### config.mk
export PLATFORM = sky130hd
export DESIGN_NAME = des_key_schedule_flat
export DESIGN_NICKNAME = d
export VERILOG_FILES = /design/src/rtl/des_pkg.sv /design/src/rtl/des_key_schedule_if.sv /design/src/rtl/des_pc2.sv /design/src/rtl/des_key_schedule.sv /design/src/flat_wrapper.sv
export SDC_FILE = /design/constraint.sdc
export NUM_CORES = 1
export LEC_CHECK = 0
export CAP_MARGIN = 0
export CORE_UTILIZATION = 50
export DETAILED_ROUTE_END_ITERATION = 16
export PLACE_DENSITY = 0.82
export SYNTH_ARGS = -nofsm -noshare
export SYNTH_HDL_FRONTEND = slang
export SYNTH_SLANG_ARGS = --single-unit
### constraint.sdc
create_clock -name clk -period 3.6 [get_ports clk]
set_input_delay 0.72 -clock clk [delete_from_list [all_inputs] [get_ports clk]]
set_output_delay 0.72 -clock clk [all_outputs]
set_load 0.03 [all_outputs]
### src/rtl/des_pkg.sv
// Shared DES key-schedule constants: permutation tables, shift schedule, FSM states.
package des_pkg;

  localparam int unsigned KEY_W    = 64;
  localparam int unsigned CD_W     = 56;
  localparam int unsigned SUBKEY_W = 48;
  localparam int unsigned HALF_W   = 28;
  localparam int unsigned ROUNDS   = 16;
  localparam int unsigned ROUND_W  = 4;

  localparam logic [ROUND_W-1:0] LAST_ROUND = ROUND_W'(ROUNDS - 1);

  typedef enum logic {
    IDLE = 1'b0,
    RUN  = 1'b1
  } state_e;

  // PC-1: entry j gives the key bit (1 = MSB) feeding C/D bit j+1.
  localparam int unsigned PC1_TAB [CD_W] = '{
    57, 49, 41, 33, 25, 17,  9,
     1, 58, 50, 42, 34, 26, 18,
    10,  2, 59, 51, 43, 35, 27,
    19, 11,  3, 60, 52, 44, 36,
    63, 55, 47, 39, 31, 23, 15,
     7, 62, 54, 46, 38, 30, 22,
    14,  6, 61, 53, 45, 37, 29,
    21, 13,  5, 28, 20, 12,  4
  };

  // PC-2: entry j gives the C/D bit (1 = MSB) feeding subkey bit j+1.
  localparam int unsigned PC2_TAB [SUBKEY_W] = '{
    14, 17, 11, 24,  1,  5,
     3, 28, 15,  6, 21, 10,
    23, 19, 12,  4, 26,  8,
    16,  7, 27, 20, 13,  2,
    41, 52, 31, 37, 47, 55,
    30, 40, 51, 45, 33, 48,
    44, 49, 39, 56, 34, 53,
    46, 42, 50, 36, 29, 32
  };

  // Encrypt left-rotation amount applied before issuing subkey index i.
  localparam int unsigned ENC_SHIFT [ROUNDS] = '{
    1, 1, 2, 2, 2, 2, 2, 2, 1, 2, 2, 2, 2, 2, 2, 1
  };

  // Rotate a 28-bit half toward bit 1 (the MSB) by 1 or 2 places.
  function automatic logic [HALF_W:1] rotl_half(input logic [HALF_W:1] x, input logic [1:0] n);
    case (n)
      2'd1:    return {x[HALF_W-1:1], x[HALF_W]};
      2'd2:    return {x[HALF_W-2:1], x[HALF_W:HALF_W-1]};
      default: return x;
    endcase
  endfunction

  // Rotate a 28-bit half away from bit 1 by 1 or 2 places.
  function automatic logic [HALF_W:1] rotr_half(input logic [HALF_W:1] x, input logic [1:0] n);
    case (n)
      2'd1:    return {x[1], x[HALF_W:2]};
      2'd2:    return {x[2:1], x[HALF_W:3]};
      default: return x;
    endcase
  endfunction

endpackage

### src/rtl/des_key_schedule_if.sv
// Launch and subkey handshake bundle between a key source, the schedule and the round datapath.
interface des_key_schedule_if;
  import des_pkg::*;

  logic [KEY_W:1]         Key_Input;
  logic                   Start;
  logic                   Decrypt;
  logic                   Start_Ready;
  logic [SUBKEY_W:1]      Subkey_Out;
  logic [ROUND_W-1:0]     Round_Out;
  logic                   Subkey_Valid;
  logic                   Subkey_Ready;
  logic                   Subkey_Last;
  logic                   Busy;

  modport master (
    output Key_Input, Start, Decrypt, Subkey_Ready,
    input  Start_Ready, Subkey_Out, Round_Out, Subkey_Valid, Subkey_Last, Busy
  );

  modport slave (
    input  Key_Input, Start, Decrypt, Subkey_Ready,
    output Start_Ready, Subkey_Out, Round_Out, Subkey_Valid, Subkey_Last, Busy
  );

endinterface

### src/rtl/des_pc2.sv
// Combinational PC-2 permutation: 56-bit C/D pair to 48-bit round subkey.
module des_pc2
  import des_pkg::*;
(
  input  logic [CD_W:1]     cd_i,
  output logic [SUBKEY_W:1] subkey_o
);

  // Bit 1 is the MSB, so DES position p lives at vector index (width + 1 - p).
  always_comb begin
    subkey_o = '0;
    for (int j = 0; j < SUBKEY_W; j++) begin
      subkey_o[6'(SUBKEY_W - j)] = cd_i[6'(CD_W + 1 - PC2_TAB[6'(j)])];
    end
  end

endmodule

### src/rtl/des_key_schedule.sv
// Iterative DES round-key generator: one PC-2 subkey per handshake, encrypt or decrypt order.
module des_key_schedule
  import des_pkg::*;
#(
  parameter bit ALLOW_RESTART = 1'b0
) (
  input logic               clk,
  input logic               rst,
  des_key_schedule_if.slave bus
);

  state_e              state_q, state_d;
  logic [HALF_W:1]     c_q, c_d;
  logic [HALF_W:1]     d_q, d_d;
  logic [ROUND_W-1:0]  round_q, round_d;
  logic                mode_q, mode_d;

  logic [CD_W:1]       pc1_key;
  logic [SUBKEY_W:1]   subkey;
  logic                running;
  logic                start_ready;
  logic                start_acc;
  logic                sub_acc;

  assign running     = (state_q == RUN);
  assign start_ready = rst & ((state_q == IDLE) | ALLOW_RESTART);
  assign start_acc   = bus.Start & start_ready;
  assign sub_acc     = running & bus.Subkey_Ready;

  // PC-1 on the live key input; parity bits 8,16,..,64 are never selected.
  always_comb begin
    pc1_key = '0;
    for (int j = 0; j < CD_W; j++) begin
      pc1_key[6'(CD_W - j)] = bus.Key_Input[7'(KEY_W + 1 - PC1_TAB[6'(j)])];
    end
  end

  // Next state: launch (priority), advance on acceptance, otherwise hold.
  always_comb begin
    state_d = state_q;
    c_d     = c_q;
    d_d     = d_q;
    round_d = round_q;
    mode_d  = mode_q;

    if (start_acc) begin
      state_d = RUN;
      mode_d  = bus.Decrypt;
      round_d = '0;
      // Decrypt starts from C16D16, which equals C0D0, so no first rotation.
      if (bus.Decrypt) begin
        c_d = pc1_key[CD_W:HALF_W+1];
        d_d = pc1_key[HALF_W:1];
      end else begin
        c_d = rotl_half(pc1_key[CD_W:HALF_W+1], 2'd1);
        d_d = rotl_half(pc1_key[HALF_W:1], 2'd1);
      end
    end else if (sub_acc) begin
      if (round_q == LAST_ROUND) begin
        state_d = IDLE;
      end else begin
        round_d = round_q + ROUND_W'(1);
        if (mode_q) begin
          c_d = rotr_half(c_q, 2'(ENC_SHIFT[LAST_ROUND - round_q]));
          d_d = rotr_half(d_q, 2'(ENC_SHIFT[LAST_ROUND - round_q]));
        end else begin
          c_d = rotl_half(c_q, 2'(ENC_SHIFT[round_q + ROUND_W'(1)]));
          d_d = rotl_half(d_q, 2'(ENC_SHIFT[round_q + ROUND_W'(1)]));
        end
      end
    end
  end

  // State, C/D halves, round counter and mode register.
  always_ff @(posedge clk or negedge rst) begin
    if (!rst) begin
      state_q <= IDLE;
      c_q     <= '0;
      d_q     <= '0;
      round_q <= '0;
      mode_q  <= 1'b0;
    end else begin
      state_q <= state_d;
      c_q     <= c_d;
      d_q     <= d_d;
      round_q <= round_d;
      mode_q  <= mode_d;
    end
  end

  des_pc2 u_pc2 (
    .cd_i     ({c_q, d_q}),
    .subkey_o (subkey)
  );

  // Outputs decode directly from the registered state.
  assign bus.Start_Ready  = start_ready;
  assign bus.Subkey_Out   = subkey;
  assign bus.Round_Out    = round_q;
  assign bus.Subkey_Valid = running;
  assign bus.Subkey_Last  = running & (round_q == LAST_ROUND);
  assign bus.Busy         = running;

endmodule

### src/flat_wrapper.sv
// flat-port wrapper written by rule: the top's interface ports become plain ports
module des_key_schedule_flat import des_pkg::*;
#(
  parameter bit ALLOW_RESTART = 1'b0
)
  (clk, rst, bus_Key_Input, bus_Start, bus_Decrypt, bus_Subkey_Ready, bus_Start_Ready, bus_Subkey_Out, bus_Round_Out, bus_Subkey_Valid, bus_Subkey_Last, bus_Busy);
  des_key_schedule_if bus_i ();
  input logic clk;
  input logic rst;
  input wire logic [$bits(bus_i.Key_Input)-1:0] bus_Key_Input;
  input wire logic [$bits(bus_i.Start)-1:0] bus_Start;
  input wire logic [$bits(bus_i.Decrypt)-1:0] bus_Decrypt;
  input wire logic [$bits(bus_i.Subkey_Ready)-1:0] bus_Subkey_Ready;
  output wire logic [$bits(bus_i.Start_Ready)-1:0] bus_Start_Ready;
  output wire logic [$bits(bus_i.Subkey_Out)-1:0] bus_Subkey_Out;
  output wire logic [$bits(bus_i.Round_Out)-1:0] bus_Round_Out;
  output wire logic [$bits(bus_i.Subkey_Valid)-1:0] bus_Subkey_Valid;
  output wire logic [$bits(bus_i.Subkey_Last)-1:0] bus_Subkey_Last;
  output wire logic [$bits(bus_i.Busy)-1:0] bus_Busy;
  assign bus_i.Key_Input = bus_Key_Input;
  assign bus_i.Start = bus_Start;
  assign bus_i.Decrypt = bus_Decrypt;
  assign bus_i.Subkey_Ready = bus_Subkey_Ready;
  assign bus_Start_Ready = bus_i.Start_Ready;
  assign bus_Subkey_Out = bus_i.Subkey_Out;
  assign bus_Round_Out = bus_i.Round_Out;
  assign bus_Subkey_Valid = bus_i.Subkey_Valid;
  assign bus_Subkey_Last = bus_i.Subkey_Last;
  assign bus_Busy = bus_i.Busy;
  des_key_schedule #(.ALLOW_RESTART(ALLOW_RESTART)) u_core (.clk(clk), .rst(rst), .bus(bus_i));
endmodule
==> metrics, run 1 <==
outcome finished clean; height of the chip 102 um; global-route total usage across every layer 24.0%; die area 0.0104 mm2; number of max-cap violations 0; r2r setup slk 0.83 ns; share of the clock period used by the worst path after layout 82.2%; Routability Congestion 0.837; final hold violation count 0; placement row count 36; met2 layer wire length in the routed design 5810 um; Core Area 0.00973 mm2; number of H-tree branching levels 3; hold buffer count at CTS 0; mean post-synth cell area 9.00 um2; count of inserted antenna diode cells 0; insertion delay of the later-clocked pin in the worst-skew pair 0.35 ns; post-placement cell count 694; sequential area share after synthesis 31.1%; number of sinks driven by the clock tree 62; Highest Signal Layer met4; final worst clock skew 0.0107 ns; wire length of the first global-routing pass 19600 um; initial core utilization 51.3%; DRT iter0 DRCs 350; final std cell area, no fill 0.00568 mm2; via count of the first global-routing pass 4025; worst hold-check path type flop to flop; delay contributed by the slowest stage of the critical path 0.68 ns; required time of the worst setup path 2.88 ns; Reg clk slew, reported paths 0.07 ns; Hold WS 0.570 ns; post-layout net count 644; register bit count reported by yosys 62; launch point of the worst hold path u_core.d_q[9]; met3 wire length 820 um; category of the critical setup timing path flop to output port; CP max-delay cell sky130_fd_sc_hd__clkdlybuf4s50_1; detailed-route wire length 12100 um; sum of negative setup slack 0 ns; static power due to leakage 0.00252 uW; count of instances resized after the clock tree is built 0; pwr/cell area 996 mW/mm2; kind of start point of the critical path flop; largest net degree at the start of global routing 63; worst flop-to-flop path startpoint u_core.bus.Round_Out[1]; count of vias placed by the detailed router 4328; fraction of layout instances using a drive strength above 1 8.84%; count of yosys warnings during synthesis 0; growth of design area from synthesis to finish 13.9%; TritonCTS clock tree yes; worst slew slack as a fraction of its limit 36.2%; global route total overflow 0; summed instance area of the synthesized netlist 0.00499 mm2; width of the die 102 um; transition time of the tightest slew-check pin 0.957 ns; IO Count 125; CTS max path bufs 2; antenna-violating nets left 0; final cell count without fillers 710; minimum clock period 2.96 ns; Worst Setup SP u_core.bus.Round_Out[1]; Critical Path, Cell by Cell ha_1, nand3_1, nor2_1, clkdlybuf4s50_1; buffers inserted during post-CTS setup optimization 0; root buffer cell sky130_fd_sc_hd__clkbuf_8; Finish-stage setup viols 0; arrival time of the worst setup path 2.24 ns; placed cell areas 0.00545 mm2; average wire length per cell after detail routing 17.1 um; quantity of I/O buffers inserted on ports 76; sum of internal, switching and leakage power 5660 uW; clock buffers created by TritonCTS 9; Cells after Synth 554; kind of end point of the critical path output port; antenna violations before repair 0; post-detail-place hpwl 7860 um; DRC violation count after routing 0; Final Max Tran Viols 0; setup repair after global routing missed its margin false; Max IR drop VDD 0.504 mV; Max Clock Freq 338 MHz; mean number of vias per cell 6.10; number of library cell types mapped by synthesis 41; wire length the detailed router placed on met1 5320 um; largest fanout on the critical path 9; number of filler instances in the final layout 833; DRT Pass-1 Iters 5
-- report_power, final --
| group | leakage (uW) | internal (uW) | total, uW | switching [uW] |
|---|---|---|---|---|
| combinational | 0.00162 | 1570 | 3460 | 1890 |
| clock | 0.000120 | 446 | 724 | 278 |
| sequential | 0.000780 | 998 | 1480 | 481 |
-- area by class of cell --
class                   instances  area (um2)  share of cell area (%)
inverters                       4        15.0                   0.264
clock inverters                 3        65.1                    1.15
well taps                     133         166                    2.93
clock buffers                  13         169                    2.97
repair buffers                 89         861                    15.2
flip-flops and latches         62        1550                    27.3
multi-input cells             406        2850                    50.2
-- worst paths after layout --
path | endpoint | cells past startpoint
max in group asynchronous | u_core.d_q[13] | 2
worst min-delay path | u_core.d_q[9] | 2
min in group asynchronous | u_core.c_q[18] | 2
worst max register to register | u_core.d_q[9] | 8
worst max-delay path | bus_Subkey_Last | 4
worst min register to register | u_core.d_q[9] | 2
-- registers in the layout (all words and copies together) (netlist names) --
register / flops
u_core.d_q: 28
u_core.bus.Round_Out: 4
u_core.mode_q: 1
u_core.c_q: 28
u_core.bus.Busy: 1
-- stage by stage --
stage	util (%)	worst slack, ns
3_5_place_dp	56.0	0.861
3_3_place_gp	56.0	0.982
5_1_grt	58.4	0.479
4_1_cts	58.4	0.645
2_1_floorplan	-	1.23
6_report	58.4	0.640
-- cell usage in the layout, fill, tap and decap left out, types with 3 or more instances in the layout --
cell and n:
sky130_fd_sc_hd__nand2_1 63, sky130_fd_sc_hd__nor3_1 7, sky130_fd_sc_hd__o21ai_0 29, sky130_fd_sc_hd__a221o_1 6, sky130_fd_sc_hd__dfrtp_1 62, sky130_fd_sc_hd__ha_1 3, sky130_fd_sc_hd__nor2_1 30, sky130_fd_sc_hd__inv_1 4
sky130_fd_sc_hd__buf_4 12, sky130_fd_sc_hd__o221ai_1 33, sky130_fd_sc_hd__clkdlybuf4s50_1 74, sky130_fd_sc_hd__a31oi_1 12, sky130_fd_sc_hd__a21oi_1 6, sky130_fd_sc_hd__mux2i_1 126, sky130_fd_sc_hd__conb_1 16, sky130_fd_sc_hd__a31o_2 16
sky130_fd_sc_hd__clkbuf_8 12, sky130_fd_sc_hd__nand3_1 35
-- cells by family after synthesis --
| kind of cell | share of synthesized area, % |
|---|---|
| muxes | 25.6 |
| and+or+nand+nor | 13.1 |
| DFF | 31.1 |
| adders and majority gates | 0.753 |
| AOI/OAI and AO/OA | 16.4 |
| buffers and inverters | 13.0 |
| other | 0.0752 |
-- critical path: cells and delay by family, from the launching register on --
family	cells	cell delay [ns]
buffers and inverters	1	0.68
and+or+nand+nor	2	0.38
adders and majority gates	1	0.35
DFF	1	0.49
-- routing by layer --
layer  global-route usage (%)  vias up
li1                         -     2017
met1                     31.9     2089
met2                     39.4      203
met3                     4.10       19
met4                     8.68        0
met5                        0        -
-- synthesized netlist by cell type --
cell type | instances | area share [%]
sky130_fd_sc_hd__dfrtp_1 | 62 | 31
sky130_fd_sc_hd__buf_2 | 12 | 1.2
sky130_fd_sc_hd__ha_1 | 3 | 0.75
sky130_fd_sc_hd__o221ai_1 | 33 | 5.8
sky130_fd_sc_hd__nand2_2 | 1 | 0.13
sky130_fd_sc_hd__a31o_2 | 17 | 3.0
sky130_fd_sc_hd__o21ai_0 | 29 | 2.9
sky130_fd_sc_hd__mux2_4 | 1 | 0.30
sky130_fd_sc_hd__a31oi_1 | 12 | 1.5
sky130_fd_sc_hd__and3_1 | 2 | 0.25
sky130_fd_sc_hd__nor2_1 | 30 | 2.3
sky130_fd_sc_hd__nand2_1 | 63 | 4.7
sky130_fd_sc_hd__nand2b_1 | 2 | 0.25
sky130_fd_sc_hd__or3_1 | 1 | 0.13
sky130_fd_sc_hd__and3b_1 | 1 | 0.18
sky130_fd_sc_hd__a21boi_0 | 1 | 0.15
sky130_fd_sc_hd__a21o_1 | 1 | 0.15
sky130_fd_sc_hd__clkbuf_1 | 17 | 1.3
sky130_fd_sc_hd__nor2b_1 | 1 | 0.13
sky130_fd_sc_hd__nor3b_1 | 1 | 0.15
sky130_fd_sc_hd__buf_4 | 54 | 8.1
sky130_fd_sc_hd__a22oi_2 | 1 | 0.25
sky130_fd_sc_hd__a22o_1 | 1 | 0.18
sky130_fd_sc_hd__and4_1 | 1 | 0.18
sky130_fd_sc_hd__mux2i_1 | 126 | 25
sky130_fd_sc_hd__nor3_1 | 7 | 0.70
sky130_fd_sc_hd__a21oi_1 | 6 | 0.60
sky130_fd_sc_hd__nand3_1 | 35 | 3.5
sky130_fd_sc_hd__nand4_1 | 2 | 0.25
sky130_fd_sc_hd__buf_1 | 7 | 0.53
sky130_fd_sc_hd__inv_1 | 4 | 0.30
sky130_fd_sc_hd__buf_6 | 5 | 1.1
sky130_fd_sc_hd__clkbuf_4 | 1 | 0.15
sky130_fd_sc_hd__buf_8 | 1 | 0.30
sky130_fd_sc_hd__a311oi_1 | 1 | 0.18
sky130_fd_sc_hd__a31o_1 | 1 | 0.18
sky130_fd_sc_hd__and2_1 | 2 | 0.25
sky130_fd_sc_hd__a221o_1 | 6 | 1.2
sky130_fd_sc_hd__o31ai_1 | 1 | 0.15
sky130_fd_sc_hd__o22ai_1 | 1 | 0.13
sky130_fd_sc_hd__conb_1 | 1 | 0.075
No activity file was read; power rests on OpenSTA's default activity.
==> inputs of run 2 (changes only) <==
--- a/config.mk
+++ b/config.mk
@@ -6,9 +6,9 @@
 export NUM_CORES = 1
 export LEC_CHECK = 0
 export CAP_MARGIN = 0
-export CORE_UTILIZATION = 50
+export CORE_UTILIZATION = 46
 export DETAILED_ROUTE_END_ITERATION = 16
-export PLACE_DENSITY = 0.82
+export PLACE_DENSITY = 0.8
 export SYNTH_ARGS = -nofsm -noshare
 export SYNTH_HDL_FRONTEND = slang
 export SYNTH_SLANG_ARGS = --single-unit
==> constraint.sdc (replaced) <==
create_clock -name clk -period 2.46 [get_ports clk]
set_input_delay 0.492 -clock clk [delete_from_list [all_inputs] [get_ports clk]]
set_output_delay 0.492 -clock clk [all_outputs]
set_load 0.03 [all_outputs]
==> metrics, run 2 (synthesized netlist as in run 1, its figures left out) <==
outcome finished clean; number of filler instances in the final layout 877 (+5.3%); pwr/cell area 1500 mW/mm2 (+51%); worst hold-check path type input pin to asynchronous set/reset pin; largest net degree at the start of global routing 63 (unchanged); mean number of vias per cell 6.02 (-1.3%); height of the chip 106 um (+4.2%); Final Max Tran Viols 0 (unchanged); Reg clk slew, reported paths 0.08 ns (about the same); share of the clock period used by the worst path after layout 93.6%; commonest non-fill, non-tap cells in the layout 126 x sky130_fd_sc_hd__mux2i_1, 72 x sky130_fd_sc_hd__clkdlybuf4s50_1, 63 x sky130_fd_sc_hd__nand2_1; IO Count 125 (unchanged); post-layout net count 662 (+2.8%); number of stages on the worst setup path 6 (+2); kind of start point of the critical path flop; number of H-tree branching levels 3 (unchanged); kind of end point of the critical path flop; delay contributed by the slowest stage of the critical path 0.52 ns (-0.16 ns); quantity of I/O buffers inserted on ports 76 (unchanged); multi-input combinational cell area 0.00286 mm2 (about the same); detailed-route wire length 12700 um (+4.5%); count of inserted antenna diode cells 0 (unchanged); average wire length per cell after detail routing 17.3 um (+1.5%); CP max-delay cell sky130_fd_sc_hd__a22o_2; post-detail-place hpwl 8460 um (+7.6%); buffering stage count on the worst path with inverters included 0 (-1); r2r setup slk 0.16 ns (-0.67 ns); required time of the worst setup path 2.74 ns (-0.14 ns); final hold violation count 0 (unchanged); delay-heaviest family, CP compound AO/OA/AOI/OAI gates; number of cell instances on the worst register-to-register path 6 (-2); Core Util, Final 56.8% (-1.6 points); Routability Congestion 0.803 (-4.1%); growth of design area from synthesis to finish 18.6%; worst flop-to-flop path startpoint u_core.bus.Round_Out[0]; width of the die 106 um (+4.2%); most common cell after layout, fill and taps aside sky130_fd_sc_hd__mux2i_1; minimum clock period 2.30 ns; antenna-violating nets left 0 (unchanged); antenna violations before repair 0 (unchanged); CTS max path bufs 2 (unchanged); largest fanout on the critical path 28 (+19); TritonCTS clock tree yes; static power due to leakage 0.00265 uW (+5.1%); Max IR drop VDD 0.752 mV (+49%); Max Clock Freq 434 MHz; number of sinks driven by the clock tree 62 (unchanged); root buffer cell sky130_fd_sc_hd__clkbuf_8; final worst clock skew 0.0143 ns (+0.00355 ns); count of vias placed by the detailed router 4398 (+1.6%); category of the critical setup timing path flop to flop; capture point of the worst reg-to-reg path u_core.c_q[6]; number of max-cap violations 0 (unchanged); fraction of layout instances using a drive strength above 1 12.1% (+3.3 points); Critical Path, Cell by Cell ha_1, mux2_4, a22o_2, mux2i_1, a221o_1, a21oi_1; DRT iter0 DRCs 392 (+12%); sequential cell area 0.00155 mm2 (unchanged); insertion delay of the later-clocked pin in the worst-skew pair 0.35 ns (about the same); Finish-stage setup viols 0 (unchanged); arrival time of the worst setup path 2.58 ns (+0.34 ns); worst slew slack as a fraction of its limit 45.2% (+9.0 points); placement row count 37 (+2.8%); global route total overflow 0 (unchanged); DRC violation count after routing 0 (unchanged); transition time of the tightest slew-check pin 0.821 ns (-0.136 ns); Core Area 0.0104 mm2 (+7.1%); initial core utilization 47.9% (-3.4 points); DRT Pass-1 Iters 6 (+1); clock buffers created by TritonCTS 9 (unchanged); Hold WS 0.333 ns (-0.236 ns); via count of the first global-routing pass 4213 (+4.7%); wire length of the first global-routing pass 20700 um (+5.4%); global-route total usage across every layer 22.7% (-1.2 points); die area 0.0113 mm2 (+8.5%); sum of negative setup slack 0 ns (unchanged); setup repair after global routing missed its margin false; hold buffer count at CTS 0 (unchanged)
[run 2: cell types whose count changed in the layout (fill, tap and decap cells not counted), moves of 2 or more]
cell / delta
sky130_fd_sc_hd__bufinv_16: +2
sky130_fd_sc_hd__buf_12: +5
sky130_fd_sc_hd__clkbuf_8: -3
sky130_fd_sc_hd__clkdlybuf4s50_1: -2
sky130_fd_sc_hd__buf_4: +14
sky130_fd_sc_hd__clkinv_4: +3
[run 2: worst max-delay path by stage]
stage                            start             end
4_1_cts        u_core.bus.Round_Out[0]   u_core.d_q[9]
6_report       u_core.bus.Round_Out[0]   u_core.c_q[6]
3_5_place_dp                 bus_Start   u_core.d_q[5]
5_1_grt        u_core.bus.Round_Out[0]   u_core.d_q[8]
3_3_place_gp                 bus_Start  u_core.d_q[10]
2_1_floorplan  u_core.bus.Round_Out[0]  u_core.d_q[16]
[run 2: routing by layer]
layer / share of wire, % / vias up / track usage, %
li1: - / 2051 / -
met1: 44 / 2161 / 29.4
met2: 49 / 168 / 38.0
met3: 5.9 / 18 / 3.92
met4: 1.2 / 0 / 8.23
met5: 0 / - / 0
[run 2: repair_timing]
action,4_1_cts,5_1_grt
cloned,0,0
setup buffers,0,7
setup endpoints to repair,1,10
resized for setup,1,1
[run 2: metrics by stage]
step	worst slack (ns)	power, uW	instance area [um2]	std cells
final	0.157	8880	5920	731
after global placement	0.173	7280	5590	708
after detailed placement	0.128	7450	5590	708
after global routing	0.00517	9410	5920	731
after CTS	0.161	8710	5860	724
after floorplan	0.178	6290	5040	569
[run 2: layout make-up]
| class | count | area share [%] |
|---|---|---|
| clock buffers | 9 | 2.09 |
| multi-input cells | 406 | 48.3 |
| well taps | 136 | 2.88 |
| repair buffers | 107 | 17.8 |
| inverters | 4 | 0.254 |
| clock inverters | 7 | 2.47 |
| flip-flops and latches | 62 | 26.2 |
[run 2: report_power, final]
| group | total (uW) | internal (uW) | switching, uW | leakage, uW |
|---|---|---|---|---|
| Combinational | 5490 | 2630 | 2860 | 0.00174 |
| Sequential | 2160 | 1460 | 701 | 0.000780 |
| Clock | 1230 | 781 | 454 | 0.000134 |
